File: src/rtl/ppu_hazard_pkg.sv
`default_nettype none
// ============================================================================
// Module   : ppu_hazard_pkg
// Purpose  : Shared encodings and helpers for the PPU hazard/forwarding
//            control block: forwarding mux selects, hazard FSM states and
//            the register-match predicate used by both forwarding and
//            load-use detection.
// Revision : 1.0 - initial release
// ============================================================================
package ppu_hazard_pkg;

    // Operand mux selects for the ID-stage PA/PB forwarding multiplexers
    localparam logic [1:0] FWD_RF  = 2'b00;
    localparam logic [1:0] FWD_EX  = 2'b01;
    localparam logic [1:0] FWD_MEM = 2'b10;
    localparam logic [1:0] FWD_WB  = 2'b11;

    // Load-use stall FSM encoding
    localparam int         HZ_STATE_W = 1;
    localparam logic [0:0] RUN        = 1'b0;
    localparam logic [0:0] STALL      = 1'b1;

    // Architectural register index width (x0..x31)
    localparam int REG_W = 5;

    // A later stage can supply a source operand only when the ID instruction
    // really reads that source, the stage really writes the register file,
    // and the destination is not x0 (x0 writes are discarded).
    function automatic logic reg_match(
        input logic             uses,
        input logic             rf_enable,
        input logic [REG_W-1:0] rd,
        input logic [REG_W-1:0] src
    );
        return uses && rf_enable && (rd != '0) && (rd == src);
    endfunction

endpackage : ppu_hazard_pkg
`default_nettype wire

File: src/rtl/forwarding_select.sv
`default_nettype none
// ============================================================================
// Module   : forwarding_select
// Purpose  : Combinational forwarding select for one ID-stage source operand.
//            Picks the youngest in-flight producer (EX > MEM > WB), falling
//            back to the register file when no stage matches.
// Revision : 1.0 - initial release
// ============================================================================
module forwarding_select
    import ppu_hazard_pkg::*;
(
    input  logic [REG_W-1:0] src,
    input  logic             uses,
    input  logic [REG_W-1:0] ex_rd,
    input  logic             ex_rf_enable,
    input  logic [REG_W-1:0] mem_rd,
    input  logic             mem_rf_enable,
    input  logic [REG_W-1:0] wb_rd,
    input  logic             wb_rf_enable,
    output logic [1:0]       sel
);

    logic hit_ex;
    logic hit_mem;
    logic hit_wb;

    assign hit_ex  = reg_match(uses, ex_rf_enable,  ex_rd,  src);
    assign hit_mem = reg_match(uses, mem_rf_enable, mem_rd, src);
    assign hit_wb  = reg_match(uses, wb_rf_enable,  wb_rd,  src);

    // Youngest producer wins so the operand sees the most recent write
    always_comb begin
        sel = FWD_RF;
        if (hit_ex) begin
            sel = FWD_EX;
        end else if (hit_mem) begin
            sel = FWD_MEM;
        end else if (hit_wb) begin
            sel = FWD_WB;
        end
    end

endmodule : forwarding_select
`default_nettype wire

File: src/rtl/hazard_forwarding_unit.sv
`default_nettype none
// ============================================================================
// Module   : hazard_forwarding_unit
// Purpose  : Pipeline control for the PPU stage registers. Produces operand
//            forwarding selects, load-use stalls (LOAD_LAT cycles long),
//            branch/JAL flushes and saturating stall/flush event counters.
// Revision : 1.0 - initial release
// ============================================================================
module hazard_forwarding_unit
    import ppu_hazard_pkg::*;
#(
    parameter int LOAD_LAT = 1,
    parameter int CNT_W    = 16
) (
    input  logic             clk,
    input  logic             Reset,
    input  logic [REG_W-1:0] ID_RS1,
    input  logic [REG_W-1:0] ID_RS2,
    input  logic             ID_Uses_RS1,
    input  logic             ID_Uses_RS2,
    input  logic             ID_JAL_Instr,
    input  logic [REG_W-1:0] EX_RD,
    input  logic             EX_RF_Enable,
    input  logic             EX_Load_Instr,
    input  logic [REG_W-1:0] MEM_RD,
    input  logic             MEM_RF_Enable,
    input  logic [REG_W-1:0] WB_RD,
    input  logic             WB_RF_Enable,
    input  logic             Branch_Taken,
    output logic             PC_LE,
    output logic             IF_ID_LE,
    output logic             ID_EX_Nop,
    output logic             IF_ID_Cond_Flush,
    output logic             IF_ID_Uncond_Flush,
    output logic             ID_EX_Cond_Flush,
    output logic [1:0]       Fwd_A_Sel,
    output logic [1:0]       Fwd_B_Sel,
    output logic [CNT_W-1:0] Stall_Count,
    output logic [CNT_W-1:0] Flush_Count
);

    // Cycles still to be stalled after the detection cycle
    localparam int               REM_W      = (LOAD_LAT > 1) ? $clog2(LOAD_LAT) : 1;
    localparam logic [REM_W-1:0] REM_RELOAD = REM_W'(LOAD_LAT - 1);

    logic [HZ_STATE_W-1:0] state;
    logic [HZ_STATE_W-1:0] state_next;
    logic [REM_W-1:0]      remaining;
    logic [REM_W-1:0]      remaining_next;

    logic [1:0] sel_a_raw;
    logic [1:0] sel_b_raw;
    logic       load_use;
    logic       stall_active;
    logic       flush_any;

    // ------------------------------------------------------------------
    // Operand forwarding
    // ------------------------------------------------------------------
    forwarding_select u_fwd_a (
        .src           (ID_RS1),
        .uses          (ID_Uses_RS1),
        .ex_rd         (EX_RD),
        .ex_rf_enable  (EX_RF_Enable),
        .mem_rd        (MEM_RD),
        .mem_rf_enable (MEM_RF_Enable),
        .wb_rd         (WB_RD),
        .wb_rf_enable  (WB_RF_Enable),
        .sel           (sel_a_raw)
    );

    forwarding_select u_fwd_b (
        .src           (ID_RS2),
        .uses          (ID_Uses_RS2),
        .ex_rd         (EX_RD),
        .ex_rf_enable  (EX_RF_Enable),
        .mem_rd        (MEM_RD),
        .mem_rf_enable (MEM_RF_Enable),
        .wb_rd         (WB_RD),
        .wb_rf_enable  (WB_RF_Enable),
        .sel           (sel_b_raw)
    );

    // A load in EX cannot forward its data yet; the dependent ID
    // instruction must wait until the load reaches MEM.
    assign load_use = EX_Load_Instr &&
                      (reg_match(ID_Uses_RS1, EX_RF_Enable, EX_RD, ID_RS1) ||
                       reg_match(ID_Uses_RS2, EX_RF_Enable, EX_RD, ID_RS2));

    // ------------------------------------------------------------------
    // Load-use stall FSM
    // ------------------------------------------------------------------

    // State register: reset aborts any stall in progress
    always_ff @(posedge clk) begin
        if (Reset) begin
            state     <= RUN;
            remaining <= '0;
        end else begin
            state     <= state_next;
            remaining <= remaining_next;
        end
    end

    // Next state: a taken branch discards the stalled instruction, so it
    // always returns the FSM to RUN
    always_comb begin
        state_next     = state;
        remaining_next = remaining;
        if (Branch_Taken) begin
            state_next     = RUN;
            remaining_next = '0;
        end else begin
            case (state)
                RUN: begin
                    if (load_use && (LOAD_LAT > 1)) begin
                        state_next     = STALL;
                        remaining_next = REM_RELOAD;
                    end
                end
                STALL: begin
                    if (remaining <= REM_W'(1)) begin
                        state_next     = RUN;
                        remaining_next = '0;
                    end else begin
                        remaining_next = remaining - REM_W'(1);
                    end
                end
                default: begin
                    state_next     = RUN;
                    remaining_next = '0;
                end
            endcase
        end
    end

    // Outputs: stall/flush controls, all forced idle while in reset
    always_comb begin
        stall_active = 1'b0;
        if (!Reset && !Branch_Taken) begin
            stall_active = (state == STALL) || ((state == RUN) && load_use);
        end

        PC_LE              = !stall_active;
        IF_ID_LE           = !stall_active;
        ID_EX_Nop          = stall_active;
        IF_ID_Cond_Flush   = !Reset && Branch_Taken;
        ID_EX_Cond_Flush   = !Reset && Branch_Taken;
        // A JAL held in ID by a stall keeps its redirect until it is released
        IF_ID_Uncond_Flush = !Reset && ID_JAL_Instr && !stall_active;
        Fwd_A_Sel          = Reset ? FWD_RF : sel_a_raw;
        Fwd_B_Sel          = Reset ? FWD_RF : sel_b_raw;
    end

    assign flush_any = IF_ID_Cond_Flush || IF_ID_Uncond_Flush || ID_EX_Cond_Flush;

    // ------------------------------------------------------------------
    // Saturating bring-up event counters
    // ------------------------------------------------------------------

    // Stall counter: one count per cycle the PC is held
    always_ff @(posedge clk) begin
        if (Reset) begin
            Stall_Count <= '0;
        end else if (!PC_LE && (Stall_Count != '1)) begin
            Stall_Count <= Stall_Count + CNT_W'(1);
        end
    end

    // Flush counter: one count per cycle with any flush asserted
    always_ff @(posedge clk) begin
        if (Reset) begin
            Flush_Count <= '0;
        end else if (flush_any && (Flush_Count != '1)) begin
            Flush_Count <= Flush_Count + CNT_W'(1);
        end
    end

endmodule : hazard_forwarding_unit
`default_nettype wire
File: config.mk
export PLATFORM = sky130hd
export DESIGN_NAME = hazard_forwarding_unit
export DESIGN_NICKNAME = d
export VERILOG_FILES = /design/src/rtl/ppu_hazard_pkg.sv /design/src/rtl/forwarding_select.sv /design/src/rtl/hazard_forwarding_unit.sv
export SDC_FILE = /design/constraint.sdc
export NUM_CORES = 1
export LEC_CHECK = 0
export BUFFER_PORTS_ARGS = -buffer_cell sky130_fd_sc_hd__buf_2
export CAP_MARGIN = 20
export CORE_ASPECT_RATIO = 1.1
export CORE_MARGIN = 2
export CORE_UTILIZATION = 52
export CTS_BUF_LIST = sky130_fd_sc_hd__clkbuf_4 sky130_fd_sc_hd__clkbuf_8
export CTS_CLUSTER_DIAMETER = 60
export DETAILED_ROUTE_END_ITERATION = 8
export PLACE_DENSITY = 0.85
export SETUP_SLACK_MARGIN = 0.3
export SYNTH_ARGS = -nofsm -noshare
export SYNTH_HDL_FRONTEND = slang
export SYNTH_SLANG_ARGS = --single-unit
export TNS_END_PERCENT = 30
File: constraint.sdc
create_clock -name clk -period 2.6 [get_ports clk]
set_input_delay 0.13 -clock clk [delete_from_list [all_inputs] [get_ports clk]]
set_output_delay 0.13 -clock clk [all_outputs]
set_load 0.03 [all_outputs]
# == Yosys cells after proc, flatten, opt, wreduce, memory -nomap -nowiden ==
# Cells that the tools add are included.
# word_totals
ff_bits,34
inputBits,35
out_inout_bits,42
# op_classes
add_sub_neg,3
magnitude_cmp,1
n_eq_ne,8
mux,11
n_bitwise,1
reduce_logical,38
# ops
operator,count
adder 16 x 1 -> 16 bit (second input constant),2
!= test 16 bit (second input constant),2
equality test 5 bit,6
logical AND 1 bit,26
two-way mux 2 bit,8
nonzero test 5 bit,3
logical OR 1 bit,4
zero test 1 bit,3
two-way mux 1 bit,3
OR reduction 3 bit,1
OR reduction 2 bit,1
<= comparator 1 bit (second input constant),1
NOT 1 bit,1
subtractor 1 bit (second input constant),1

# == Logic depth before layout (Yosys ltp) ==
# depth
ltp_word,13
depth_mapped,9
mapped_depth_nobuf,7

# == Modules after synthesis ==
# A second synthesis with hierarchy kept.
# unflattened
hier_cells,296
area_unflattened_um2,2426.1
# modules_own_cells
module,instances,cells_per_inst,area_each_um2
hazard_forwarding_unit,1,230,1935.6
forwarding_select,2,33,245.2

# == Least setup slack after synthesis ==
# Ideal clock, no wire load.
# synth_path
path_type,flip-flop to flip-flop
from,register Flush_Count[0]
to,register Flush_Count[8]
setup_ns,0.062
arrival_ns,2.164
required_time_ns,2.538
path_slack_ns,0.375
path_stages_with_launch,9
path_buffers,1
synth_period_minus_slack_ns,2.225
path_cell_list,dfxtp_1 ha_1 and2_1 nand4_1 o32ai_4 or2b_2 buf_6 or4_1 nand2_1
# synth_between
elab_chain_cells,2
elab_cells_between_ends,3
classes_between,add/sub (1); eq/ne (1); reduce/logical (1)
# synth_lines
element,line,text
"start, declared",hazard_forwarding_unit.sv:39,output logic [CNT_W-1:0] Flush_Count
"start signal, assigned",hazard_forwarding_unit.sv:175,Flush_Count <= Flush_Count + CNT_W'(1);
branches (longest 2 deep; another with adder 16 x 1 -> 16 bit),--,
# Parallel ways; which one is timed is not known.
# A chain may end at the register's enable or synchronous reset.

# == Final worst setup path ==
# layout_path
from,register Flush_Count[0]
to,register Flush_Count[14]
# The elaborated chain is that of the path after synthesis.

==> reports/results.tsv <==
stage	metric	value	unit
run_status	status	completed	
clock_tree	Hold-fix buffers, CTS	0	
cells_and_area	filler instances	370	
yosys	Gate Count Post-Synth	258	
clock_tree	Reg clk slew, reported paths	0.06	ns
timing	final setup TNS	0	ns
clock_tree	Num CTS Buffers	5	
yosys	ys flop type	dfxtp_1	
timing	period utilisation layout	84.4	%
routing	WL/cell	14.4	µm
yosys	EDFF count, synth	0	
yosys	Syn Nets	295	
yosys	Distinct cells, synth	43	
global_route	number of global-route vias before repair	2133	
timing	Worst Skew	0.00403	ns
clock_tree	CTS tree	built	
yosys	mapped cell area	2150	µm²
timing	Hold Fails Final Rpt	0	
critical_path	Worst Path Arrival	2.40	ns
yosys	Synth Area per Inst	8.34	µm²
timing	top achievable clock speed	0.456	GHz
global_route	first-pass GRT wire length	9.20	mm
timing	Period minus WS final	2.20	ns
routing	vias	2281	
placed_design	IO Port Bufs	76	
clock_tree	CTS Sinks	32	
timing	Final WS setup	0.405	ns
timing	headroom to the max-slew limit	62.9	%
timing	Worst Tran Pin Value	0.555	ns
clock_tree	root buf cell	clkbuf_8	
floorplanning	total I/O pin count	77	
power	Leakage	0.00107	µW
critical_path	CP startpoint kind	flop	
power	power per cell area	386	nW/µm²
cells_and_area	ant diodes	0	
yosys	post-synthesis sequential element count	32	
critical_path	Setup crit end kind	flop	
routing	drt initial violations	173	
cells_and_area	layout cells sized above 1	29.1	%
floorplanning	Cell Rows	24	
floorplanning	Die ar.	4670	µm²
yosys	ys async rst share	0	%
global_route	Total Routing Usage GR	24.5	%
global_route	total grt overflow	0	
placed_design	GP Congestion	0.904	
routing	1st-pass router iterations	4	
cells_and_area	Final Core Density	66.2	%
floorplanning	CORE AREA	3960	µm²
worst_hold_path	min-delay worst type	input pin to flop	
timing	RSZ-0062 raised after global routing	yes	
clock_tree	# H-tree levels	2	
global_route	initial antenna violation count	0	
critical_path	Worst Path Class, Setup	flop to flop	
timing	Max Slew Vio Count	0	
critical_path	crit path max fanout	9	
global_route	largest net degree at the start of global routing	32	
clock_tree	CTS Buffer Depth	2	
routing	Final ANT Viol Nets	0	
power	Peak VDD IR	169	µV
floorplanning	Die Ht	71.5	µm
critical_path	R2R Setup Slk	0.40	ns
routing	# DRC	0	
cells_and_area	Post-layout nets	370	
critical_path	CP required	2.81	ns
placed_design	dpl ws	0.332	ns
placed_design	dpl hpwl	4.27	mm
routing	Via density	5.92	
floorplanning	Starting Density	54.3	%
clock_tree	clk_lat worst skew	0.28	ns
flow_run	max_cap viols	0	
yosys	synth warn	0	
floorplanning	Die X	65.3	µm
yosys	register area share after synthesis	29.8	%
cells_and_area	Layout area overhead	22.0	%
timing	endpoints failing setup	0	
routing	Routed WL	5.56	mm
-- flip-flops by register name, summed over array words and instances, names as in the netlist --
| register | count |
|---|---|
| Flush_Count | 16 |
| Stall_Count | 16 |
-- routing by layer --
metal	GRT usage, %	vias up	wire length [µm]
met5	0	-	0
met1	29.2	1058	2310
met3	3.30	16	310
met4	11.8	0	161
li1	-	1118	-
met2	43.0	89	2770
-- layout by cell type, fill, tap and decap left out, types with 4 or more instances in the layout --
cell / n
nand4_1: 10
o311ai_0: 6
or4_1: 12
o21ai_0: 13
nand3_1: 15
inv_1: 4
o31ai_1: 6
or3_1: 11
nor2b_1: 4
clkbuf_8: 5
and3_1: 5
nor4_1: 6
dfxtp_1: 32
nand2_1: 18
buf_2: 76
nor2_1: 17
xor2_1: 22
a21oi_1: 20
o41ai_1: 4
xnor2_1: 10
-- final cells by class --
type,count,area [µm²],share of cell area (%)
Tap cell,52,65.1,2.48
Clock buffer,6,76.3,2.91
Inverter,5,18.8,0.715
Clock inverter,1,5.00,0.191
Multi-Input combinational cell,210,1420,54.0
Sequential cell,32,641,24.4
Timing Repair Buffer,79,403,15.3
-- power breakdown --
part           total [µW]  internal (µW)  switching [µW]
Combinational         153           60.3            92.5
Sequential            497            493            3.41
Clock                 364            192             172
-- worst max-delay path: stages, from the launching register on --
cell and delay (ns):
dfxtp_1 0.34, ha_1 0.22, and2_1 0.20, nand4_1 0.20, o32ai_4 0.17, or4_1 0.55
or3_1 0.32, a21oi_1 0.14
-- stage by stage --
step           hold slack [ns]  instances  power [µW]  area (µm²)
6_report                 0.340        385        1010        2630
2_1_floorplan            0.356        258         592        2150
5_1_grt                  0.361        385        1050        2630
3_3_place_gp             0.478        377         658        2530
3_5_place_dp             0.489        377         659        2530
4_1_cts                  0.325        384        1020        2610
-- final timing paths --
path | startpoint | to | cells past startpoint
min | Reset | Stall_Count[4] | 3
max | Flush_Count[0] | Flush_Count[14] | 7
max reg2reg | Flush_Count[0] | Flush_Count[14] | 7
min reg2reg | Stall_Count[15] | Stall_Count[15] | 1
-- logic make-up (layout without fill, tap and decap cells) --
| logic type | Yosys count | after routing | synth area share (%) |
|---|---|---|---|
| xor gates and xnor gates | 32 | 32 | 13.0 |
| muxes | 4 | 4 | 1.98 |
| adders and majority gates | 2 | 2 | 1.16 |
| and+or+nand+nor | 112 | 112 | 29.4 |
| AOI/OAI and AO/OA | 60 | 60 | 19.8 |
| DFF | 32 | 32 | 29.8 |
| buffers and inverters | 16 | 91 | 4.88 |
-- cells in the mapped netlist (2+ instances only) --
| cell type | n | share of area, % |
|---|---|---|
| and4_1 | 2 | 0.81 |
| nor2b_1 | 4 | 1.2 |
| nor3_1 | 3 | 0.70 |
| o31ai_1 | 6 | 2.1 |
| o21ai_0 | 13 | 3.0 |
| nor2_1 | 17 | 3.0 |
| xor2_1 | 22 | 9.0 |
| o21a_1 | 3 | 1.0 |
| nor4_1 | 6 | 1.7 |
| mux2_2 | 2 | 1.0 |
| nand4_1 | 10 | 2.9 |
| nand3_1 | 15 | 3.5 |
| or3_1 | 11 | 3.2 |
| o41ai_1 | 4 | 1.6 |
| nand4b_1 | 2 | 0.81 |
| nand2_1 | 18 | 3.1 |
| xnor2_1 | 10 | 4.1 |
| or4_1 | 12 | 4.2 |
| buf_4 | 2 | 0.70 |
| inv_1 | 4 | 0.70 |
| clkbuf_1 | 4 | 0.70 |
| a21oi_1 | 20 | 4.7 |
| o311ai_0 | 6 | 2.4 |
| mux2i_1 | 2 | 0.93 |
| dfxtp_1 | 32 | 30 |
| buf_6 | 5 | 2.6 |
| and3_1 | 5 | 1.5 |
| ha_1 | 2 | 1.2 |
| o211ai_1 | 2 | 0.70 |
-- timing repair --
action                                  in CTS  in global routing
resized for setup                            0                  2
setup buffers                                0                  1
endpoints found under the setup margin       0                 14
hold endpoints to repair                     0                  0
Note: power is estimated with default switching activity, not from simulation.
